[config.mk]
export PLATFORM = sky130hd
export DESIGN_NAME = stopwatch_bcd_entry
export DESIGN_NICKNAME = d
export VERILOG_FILES = /design/src/rtl/stopwatch_bcd_entry.sv
export SDC_FILE = /design/constraint.sdc
export NUM_CORES = 1
export LEC_CHECK = 0
export BUFFER_PORTS_ARGS = -buffer_cell sky130_fd_sc_hd__buf_2
export CAP_MARGIN = 20
export CORE_MARGIN = 5
export CORE_UTILIZATION = 50
export DETAILED_ROUTE_END_ITERATION = 16
export PLACE_DENSITY_LB_ADDON = 0.15
export SLEW_MARGIN = 20
export SYNTH_ARGS = -nofsm -noshare
export SYNTH_HDL_FRONTEND = slang
export SYNTH_SLANG_ARGS = --single-unit
export TNS_END_PERCENT = 50
[constraint.sdc]
create_clock -name clk -period 2.6 [get_ports clk]
set_input_delay 0.52 -clock clk [delete_from_list [all_inputs] [get_ports clk]]
set_output_delay 0.52 -clock clk [all_outputs]
set_load 0.005 [all_outputs]
[src/rtl/stopwatch_bcd_entry.sv]
// Keypad BCD preset entry for the stopwatch: collects MM SS CC digits,
// range-checks them, converts to binary and offers them on a load handshake.
module stopwatch_bcd_entry #(
   parameter int MAX_S_TEN = 5,
   parameter int MAX_M_TEN = 9
) (
   input  logic        clk,
   input  logic        rst_n,
   input  logic        digit_valid,
   input  logic [3:0]  digit,
   input  logic        clear,
   input  logic        commit,
   input  logic        load_ready,
   output logic [23:0] entry_bcd,
   output logic [2:0]  digit_cnt,
   output logic        busy,
   output logic        load_valid,
   output logic [6:0]  min,
   output logic [5:0]  sec,
   output logic [6:0]  centis,
   output logic        err,
   output logic        digit_err
);

   typedef enum logic [1:0] {
      ENTRY = 2'd0,
      CHECK = 2'd1,
      CONV  = 2'd2,
      HOLD  = 2'd3
   } state_t;

   localparam logic [3:0] S_LIM = 4'(MAX_S_TEN);
   localparam logic [3:0] M_LIM = 4'(MAX_M_TEN);

   state_t      state;
   state_t      state_n;
   logic [1:0]  idx;
   logic [1:0]  idx_n;
   logic [23:0] entry_n;
   logic [2:0]  cnt_n;
   logic        err_n;
   logic        derr_n;
   logic        lv_n;
   logic        busy_n;
   logic        ld_n;
   logic        bad;
   logic [3:0]  ten;
   logic [3:0]  one;
   logic [6:0]  sum;
   logic [6:0]  sh_min;
   logic [5:0]  sh_sec;

   // Range check of the buffered digits, evaluated while in CHECK
   always_comb begin
      bad = 1'b0;
      for (int i = 0; i < 6; i++) begin
         if (entry_bcd[i*4 +: 4] > 4'd9) bad = 1'b1;
      end
      if (entry_bcd[15:12] > S_LIM) bad = 1'b1;
      if (entry_bcd[23:20] > M_LIM) bad = 1'b1;
   end

   // Shared x10 adder; the field is picked by the conversion step
   always_comb begin
      ten = entry_bcd[7:4];
      one = entry_bcd[3:0];
      case (idx)
         2'd0: begin
            ten = entry_bcd[23:20];
            one = entry_bcd[19:16];
         end
         2'd1: begin
            ten = entry_bcd[15:12];
            one = entry_bcd[11:8];
         end
         default: begin
            ten = entry_bcd[7:4];
            one = entry_bcd[3:0];
         end
      endcase
      sum = {ten, 3'b000} + {2'b00, ten, 1'b0} + {3'b000, one};
   end

   // Next-state and next-output decode
   always_comb begin
      state_n = state;
      idx_n   = idx;
      entry_n = entry_bcd;
      cnt_n   = digit_cnt;
      err_n   = 1'b0;
      derr_n  = 1'b0;
      lv_n    = load_valid;
      ld_n    = 1'b0;
      case (state)
         ENTRY: begin
            if (clear) begin
               entry_n = '0;
               cnt_n   = '0;
            end else if (commit) begin
               state_n = CHECK;
            end else if (digit_valid) begin
               if (digit <= 4'd9) begin
                  entry_n = {entry_bcd[19:0], digit};
                  if (digit_cnt != 3'd6) cnt_n = digit_cnt + 3'd1;
               end else begin
                  derr_n = 1'b1;
               end
            end
         end
         CHECK: begin
            if (clear) begin
               state_n = ENTRY;
               entry_n = '0;
               cnt_n   = '0;
            end else if (bad) begin
               state_n = ENTRY;
               err_n   = 1'b1;
            end else begin
               state_n = CONV;
               idx_n   = 2'd0;
            end
         end
         CONV: begin
            if (clear) begin
               state_n = ENTRY;
               entry_n = '0;
               cnt_n   = '0;
               idx_n   = 2'd0;
            end else if (idx == 2'd2) begin
               state_n = HOLD;
               idx_n   = 2'd0;
               ld_n    = 1'b1;
               lv_n    = 1'b1;
            end else begin
               idx_n = idx + 2'd1;
            end
         end
         HOLD: begin
            if (clear || load_ready) begin
               state_n = ENTRY;
               lv_n    = 1'b0;
               entry_n = '0;
               cnt_n   = '0;
            end
         end
         default: begin
            state_n = ENTRY;
         end
      endcase
      busy_n = (state_n != ENTRY);
   end

   // Control and entry-buffer registers
   always_ff @(posedge clk or negedge rst_n) begin
      if (!rst_n) begin
         state      <= ENTRY;
         idx        <= 2'd0;
         entry_bcd  <= '0;
         digit_cnt  <= '0;
         err        <= 1'b0;
         digit_err  <= 1'b0;
         load_valid <= 1'b0;
         busy       <= 1'b0;
      end else begin
         state      <= state_n;
         idx        <= idx_n;
         entry_bcd  <= entry_n;
         digit_cnt  <= cnt_n;
         err        <= err_n;
         digit_err  <= derr_n;
         load_valid <= lv_n;
         busy       <= busy_n;
      end
   end

   // Shadow registers and atomic update of the preset outputs
   always_ff @(posedge clk or negedge rst_n) begin
      if (!rst_n) begin
         sh_min <= '0;
         sh_sec <= '0;
         min    <= '0;
         sec    <= '0;
         centis <= '0;
      end else begin
         if (state == CONV && !clear) begin
            if (idx == 2'd0) sh_min <= sum;
            if (idx == 2'd1) sh_sec <= sum[5:0];
         end
         if (ld_n) begin
            min    <= sh_min;
            sec    <= sh_sec;
            centis <= sum;
         end
      end
   end

endmodule

# After elaboration in Yosys (flattened, before gate mapping)
# Index checks and enable logic that the tools add are counted.
# W data, S select, Z words.
dict set report classes {
  order_cmp 8
  mux 52
  n_addsub 4
  n_eq_ne 16
  n_reduce_logical 15
}
# operator count
set op_table {}
lappend op_table {{$mux W24} 6}
lappend op_table {{$pmux W24 S3} 1}
lappend op_table {{$gt A4 B4 Y1 const B} 6}
lappend op_table {{$mux W2} 11}
lappend op_table {{$mux W1} 21}
lappend op_table {{$mux W3} 7}
lappend op_table {{$pmux W4 S2} 2}
lappend op_table {{$ne A3 B3 Y1 const B} 5}
lappend op_table {{$ne A2 B2 Y1 const B} 5}
lappend op_table {{$pmux W3 S3} 1}
lappend op_table {{$pmux W2 S4} 1}
lappend op_table {{$add A7 B4 Y7} 1}
lappend op_table {{$add A7 B5 Y7} 1}
lappend op_table {{$eq A2 B2 Y1 const B} 3}
lappend op_table {{$reduce_and A6 Y1} 1}
lappend op_table {{$reduce_bool A2 Y1} 3}
lappend op_table {{$reduce_and A5 Y1} 1}
lappend op_table {{$eq A2 B1 Y1 const B} 2}
lappend op_table {{$gt A4 B3 Y1 const B} 1}
lappend op_table {{$le A4 B4 Y1 const B} 1}
lappend op_table {{$logic_not A2 Y1} 2}
lappend op_table {{$pmux W2 S2} 1}
lappend op_table {{$reduce_and A2 Y1} 2}
lappend op_table {{$reduce_and A4 Y1} 1}
lappend op_table {{9 further kinds} 9}
dict set report word_totals {
  wordCells 108
  out_inout_bits 51
  input_bits 10
  register_bits 68
}

# Depth between registers and ports, before layout
dict set report logic_depth {
  depth_word 12
  depth_mapped 12
  depth_no_buf 10
}

# Worst setup path after synthesis
# No wires, ideal clock.
dict set report synth_path {
  path_type {reg-to-reg}
  from {register idx[0]}
  to {register sh_sec[5]}
  arrival_ns 2.524
  setup_ns 0.130
  period_less_slack_ns 2.654
  path_stages_with_launch 12
  required_time_ns 2.470
  n_path_buf 1
  slack_ns -0.054
  cell_sequence {dfrtp_1 -> buf_2 -> mux2i_1 -> o21ai_0 -> inv_1 -> fa_1 -> inv_1 -> ha_1 -> a21o_1 -> a21oi_1 -> xor2_1 -> o21ai_0}
}
dict set report synth_via {
  elab_chain_len 4
  elab_cells_between_ends 7
  classes_between {add/sub (2); eq/ne (1); mux (2); reduce/logical (2)}
}
# element line
set synth_lines {}
lappend synth_lines {{start: declaration} 37} ;# logic [1:0] idx;
lappend synth_lines {{start signal: assignment} 166} ;# idx <= idx_n;
lappend synth_lines {{$eq A2 B1 Y1 or $logic_not A2 Y1 (tied branches)} {67, 187}}
lappend synth_lines {{$pmux W4 S2} 67} ;# case (idx)
lappend synth_lines {{$add A7 B5 Y7} 81} ;# sum = {ten, 3'b000} + {2'b00, ten, 1'b0} + {3'b000, one};
lappend synth_lines {{$add A7 B4 Y7} 81}
lappend synth_lines {{end signal: assignment} 187} ;# if (idx == 2'd1) sh_sec <= sum[5:0];
lappend synth_lines {{end: declaration} 51} ;# logic [5:0] sh_sec;
# Parallel ways exist; a longest one is shown, timed or not.
# A chain may end at the register's enable or synchronous reset.

# Worst setup path in the final report
dict set report layout_path {
  from {register idx[0]}
  to {register centis[5]}
}
dict set report layout_via {
  elab_chain_len 4
  elab_cells_between_ends 10
  classes_between {add/sub (2); eq/ne (2); mux (5); reduce/logical (1)}
}
# element line
set layout_lines {}
lappend layout_lines {{$eq A2 B1 Y1, or another cell as far along} 67}
lappend layout_lines {{$pmux W4 S2 or $mux W1 (tied branches)} {67, 129}}
lappend layout_lines {{$add A7 B5 Y7 or $mux W1 (tied branches)} {81, 124}}
lappend layout_lines {{$add A7 B4 Y7 or $mux W1 (tied branches)} {81, 94}}
lappend layout_lines {{end signal: assignment} 192} ;# centis <= sum;
lappend layout_lines {{end: declaration} 20} ;# output logic [6:0] centis,
# Parallel ways exist; a longest one is shown, timed or not.

==> impl_metrics.tcl <==
set metrics [dict create \
    worstPathArrival_ns 2.84 \
    syn_nets 389 \
    antenna_found_initial 0 \
    critPathMaxFanout 6 \
    ir_drop_v 0.0003639 \
    num_antenna_cells 0 \
    h-tree-depth 3 \
    grt_overflow 0 \
    fin_util 0.6394 \
    critPathMaxStageDelay_ns 0.57 \
    cts_root_buffer "clkbuf_8" \
    finalWirelength_um 7838 \
    dpl_cell_area_sq_mm 0.003844 \
    cts_num_sinks 68 \
    rsz0062_at_grt "yes" \
    io_pins 61 \
    hold_buffers 0 \
    violations "negative setup slack" \
    grt_max_degree 69 \
    finalClockSkew_ns 0.007747 \
    gp_congestion 0.8666 \
    r2r-end "centis[5]" \
    fin_cells 523 \
    slew_headroom 0.6272 \
    crit_chain "buf_6, mux2i_1, nor2_1, a21oi_2, fa_2, inv_1, ha_1, a21o_1, a21oi_2, xor2_2, o21ai_1" \
    post-route-drc-count 0 \
    routedWlPerCell_um 14.99 \
    dr.pass1.iters 4 \
    clockBufferDepth 2 \
    powerDensity_mw_per_mm2 697.8 \
    portBuffers 60 \
    stdcell_area_sq_mm 0.004106 \
    coreArea_sq_mm 0.006422 \
    nNetsFinal 466 \
    drt_iter0_drc 127 \
    finalSetupViolations 3 \
    reg2reg_setup_slack_ns -0.01 \
    cts_tree "done" \
    rows 29 \
    viasPerCell 5.359 \
    timing.rr.start "idx[0]" \
    synth.ff_latch_count 68 \
    finalCritPeriodShare 1.004 \
    fmax_ghz 0.3832 \
    dieArea_sq_mm 0.008382 \
    start_kind "flip-flop" \
    status "finished with violations" \
    min_period_ns 2.610 \
    cts_made_buffers 9 \
    drive_above_1_share 0.2623 \
    crit_type "flip-flop to flip-flop" \
    die_h_um 91.56 \
    end_kind "flip-flop" \
    fin_ws_ns -0.009735 \
    syn_inst 364 \
    power_mw 2.865 \
    leakagePower_nw 2.096 \
    grt_first_pass_wirelength_um 13300 \
    ys_seq_area_frac 0.5117 \
    clk_pin_slew_ns 0.08 \
    multi_input_area_sq_mm 0.001421 \
    ant_nets 0 \
    vias 2803 \
    grt_pass1_vias 2729 \
    synth_area_per_cell_sq_um 9.137 \
    fillers 568 \
    required_ns 2.83 \
    syn_area_sq_mm 0.003326 \
    initial_core_util 0.5178 \
    ff2ff_path_depth 11 \
    ys_types 39 \
    maxCapViolations 0 \
    tns_ns -0.01630 \
    hold_viol_final 0 \
    worst_pin_slew_ns 0.5592 \
    area_growth_pct 23.48 \
    grt_usage 0.1978 \
    fp.dieW_um 91.56 \
    insertion_delay_ns 0.35 \
    crit_slowest_cell "fa_2" \
    yosysWarnings 0 \
    crit_top_cell "a21oi_2" \
    hold_class "primary input to asynchronous set/reset pin" \
    regArea_sq_mm 0.001704 \
    slew_violations 0 \
    post-dp-hpwl_um 5491 \
    placed_cells_incl_taps 506 \
]
[cells by family (layout without fill, tap and decap cells)]
logic type,after synthesis,after routing,synth area share
AOI/OAI and AO/OA,79,79,0.1336
xor gates and xnor gates,2,2,0.005268
adders and majority gates,15,15,0.06095
buffers and inverters,61,143,0.07298
DFF,68,68,0.5117
muxes,10,10,0.03085
and+or+nand+nor,129,129,0.1847
[worst max-delay path by stage]
stage / slack, ns / from / endpoint / cells after the start
5_1_grt: -0.11 / idx[0] / sh_sec[5] / 11
3_3_place_gp: 0.03 / idx[1] / sh_min[6] / 10
2_1_floorplan: -0.02 / idx[0] / sh_sec[5] / 11
4_1_cts: -0.02 / idx[0] / sh_sec[5] / 10
6_report: -0.01 / idx[0] / centis[5] / 11
3_5_place_dp: -0.08 / idx[0] / sh_sec[5] / 10
[layout by cell type (no fill, tap or decap), types with 3 or more instances in the layout]
master	instances
nand2_1	76
dfrtp_1	66
buf_2	60
inv_1	39
o21ai_1	38
nand4_1	25
buf_4	25
o21ai_0	14
ha_1	12
clkbuf_8	9
mux2i_1	8
nor2_1	8
a21oi_1	6
nand2b_1	4
nor3_1	4
o21a_1	4
clkinv_2	3
[per-stage QoR]
stage          setup WS (ns)  hold WS, ns
2_1_floorplan       -0.01830       0.2244
3_3_place_gp         0.02806       0.4536
3_5_place_dp        -0.08383       0.4522
4_1_cts             -0.01666       0.1910
5_1_grt              -0.1094       0.2053
6_report           -0.009735       0.1795
[routing by layer]
| metal | share of wire | track usage | vias up |
|---|---|---|---|
| li1 | - | - | 1383 |
| met1 | 0.47 | 0.2704 | 1347 |
| met2 | 0.47 | 0.3098 | 65 |
| met3 | 0.047 | 0.04793 | 8 |
| met4 | 0.013 | 0.06407 | 0 |
| met5 | 0 | 0 | - |
[critical path: cells and delay by family, from the launching register on]
kind	cells	cell delay, ns
fa+ha+maj	2	0.85
buf+inv	2	0.19
mux	1	0.10
compound gates	4	0.52
xor+xnor	1	0.21
flops	1	0.47
simple gates	1	0.15
[repair_timing]
item	4_1_cts	5_1_grt
endpoints found under the setup margin	5	8
setup buffers	0	1
cloned	0	0
pin swaps	2	14
gates resized for setup	3	17
[registers in the layout, summed over array words and instances (netlist names), 2 cells and up]
signal and flops:
idx 2, digit_cnt 3, centis 7, sec 6, sh_sec 6, min 7
entry_bcd 24, sh_min 7, state 2
[layout make-up]
class	instances	share of cell area
multi-input combinational	235	0.3461
clock buffer	9	0.03016
clock inverter	7	0.02224
inverter	40	0.03656
timing repair buffer	87	0.1264
sequential	68	0.4150
tap	77	0.02346
[cell usage after synthesis]
cell / instances / area, sq um
o211ai_1: 2 / 15.01
nor4_1: 1 / 6.260
dfrtp_1: 68 / 1702
nor3_1: 4 / 20.02
nor2b_1: 2 / 12.51
mux2i_1: 8 / 80.08
nand3b_1: 1 / 7.510
or4_4: 1 / 11.26
o22ai_1: 2 / 12.51
nand4_1: 25 / 156.4
a21o_1: 2 / 15.01
mux2_1: 2 / 22.52
ha_1: 13 / 162.7
o2111ai_1: 1 / 8.760
clkbuf_1: 9 / 33.78
nor4bb_1: 1 / 10.01
inv_1: 40 / 150.1
a31oi_1: 2 / 12.51
buf_1: 1 / 3.750
a21boi_1: 1 / 7.510
a41o_1: 1 / 10.01
o31ai_1: 1 / 7.510
nand2b_2: 1 / 8.760
o21ai_1: 30 / 150.1
nand2b_1: 4 / 25.02
nor2_1: 8 / 30.03
or4b_1: 1 / 10.01
buf_2: 11 / 55.05
nand3_1: 1 / 5.000
o21ai_0: 23 / 115.1
xor2_1: 2 / 17.52
nand2_1: 76 / 285.3
fa_1: 2 / 40.04
o21a_1: 4 / 30.03
or3b_1: 1 / 8.760
nand4bb_1: 1 / 11.26
or3_1: 1 / 6.260
a21oi_1: 8 / 40.04
a32o_1: 2 / 20.02
[report_power, final]
group | switching (mW) | internal (mW)
Clock | 0.413 | 0.536
Combinational | 0.424 | 0.254
Sequential | 0.0842 | 1.15
Power figures use the tool's default switching activity.
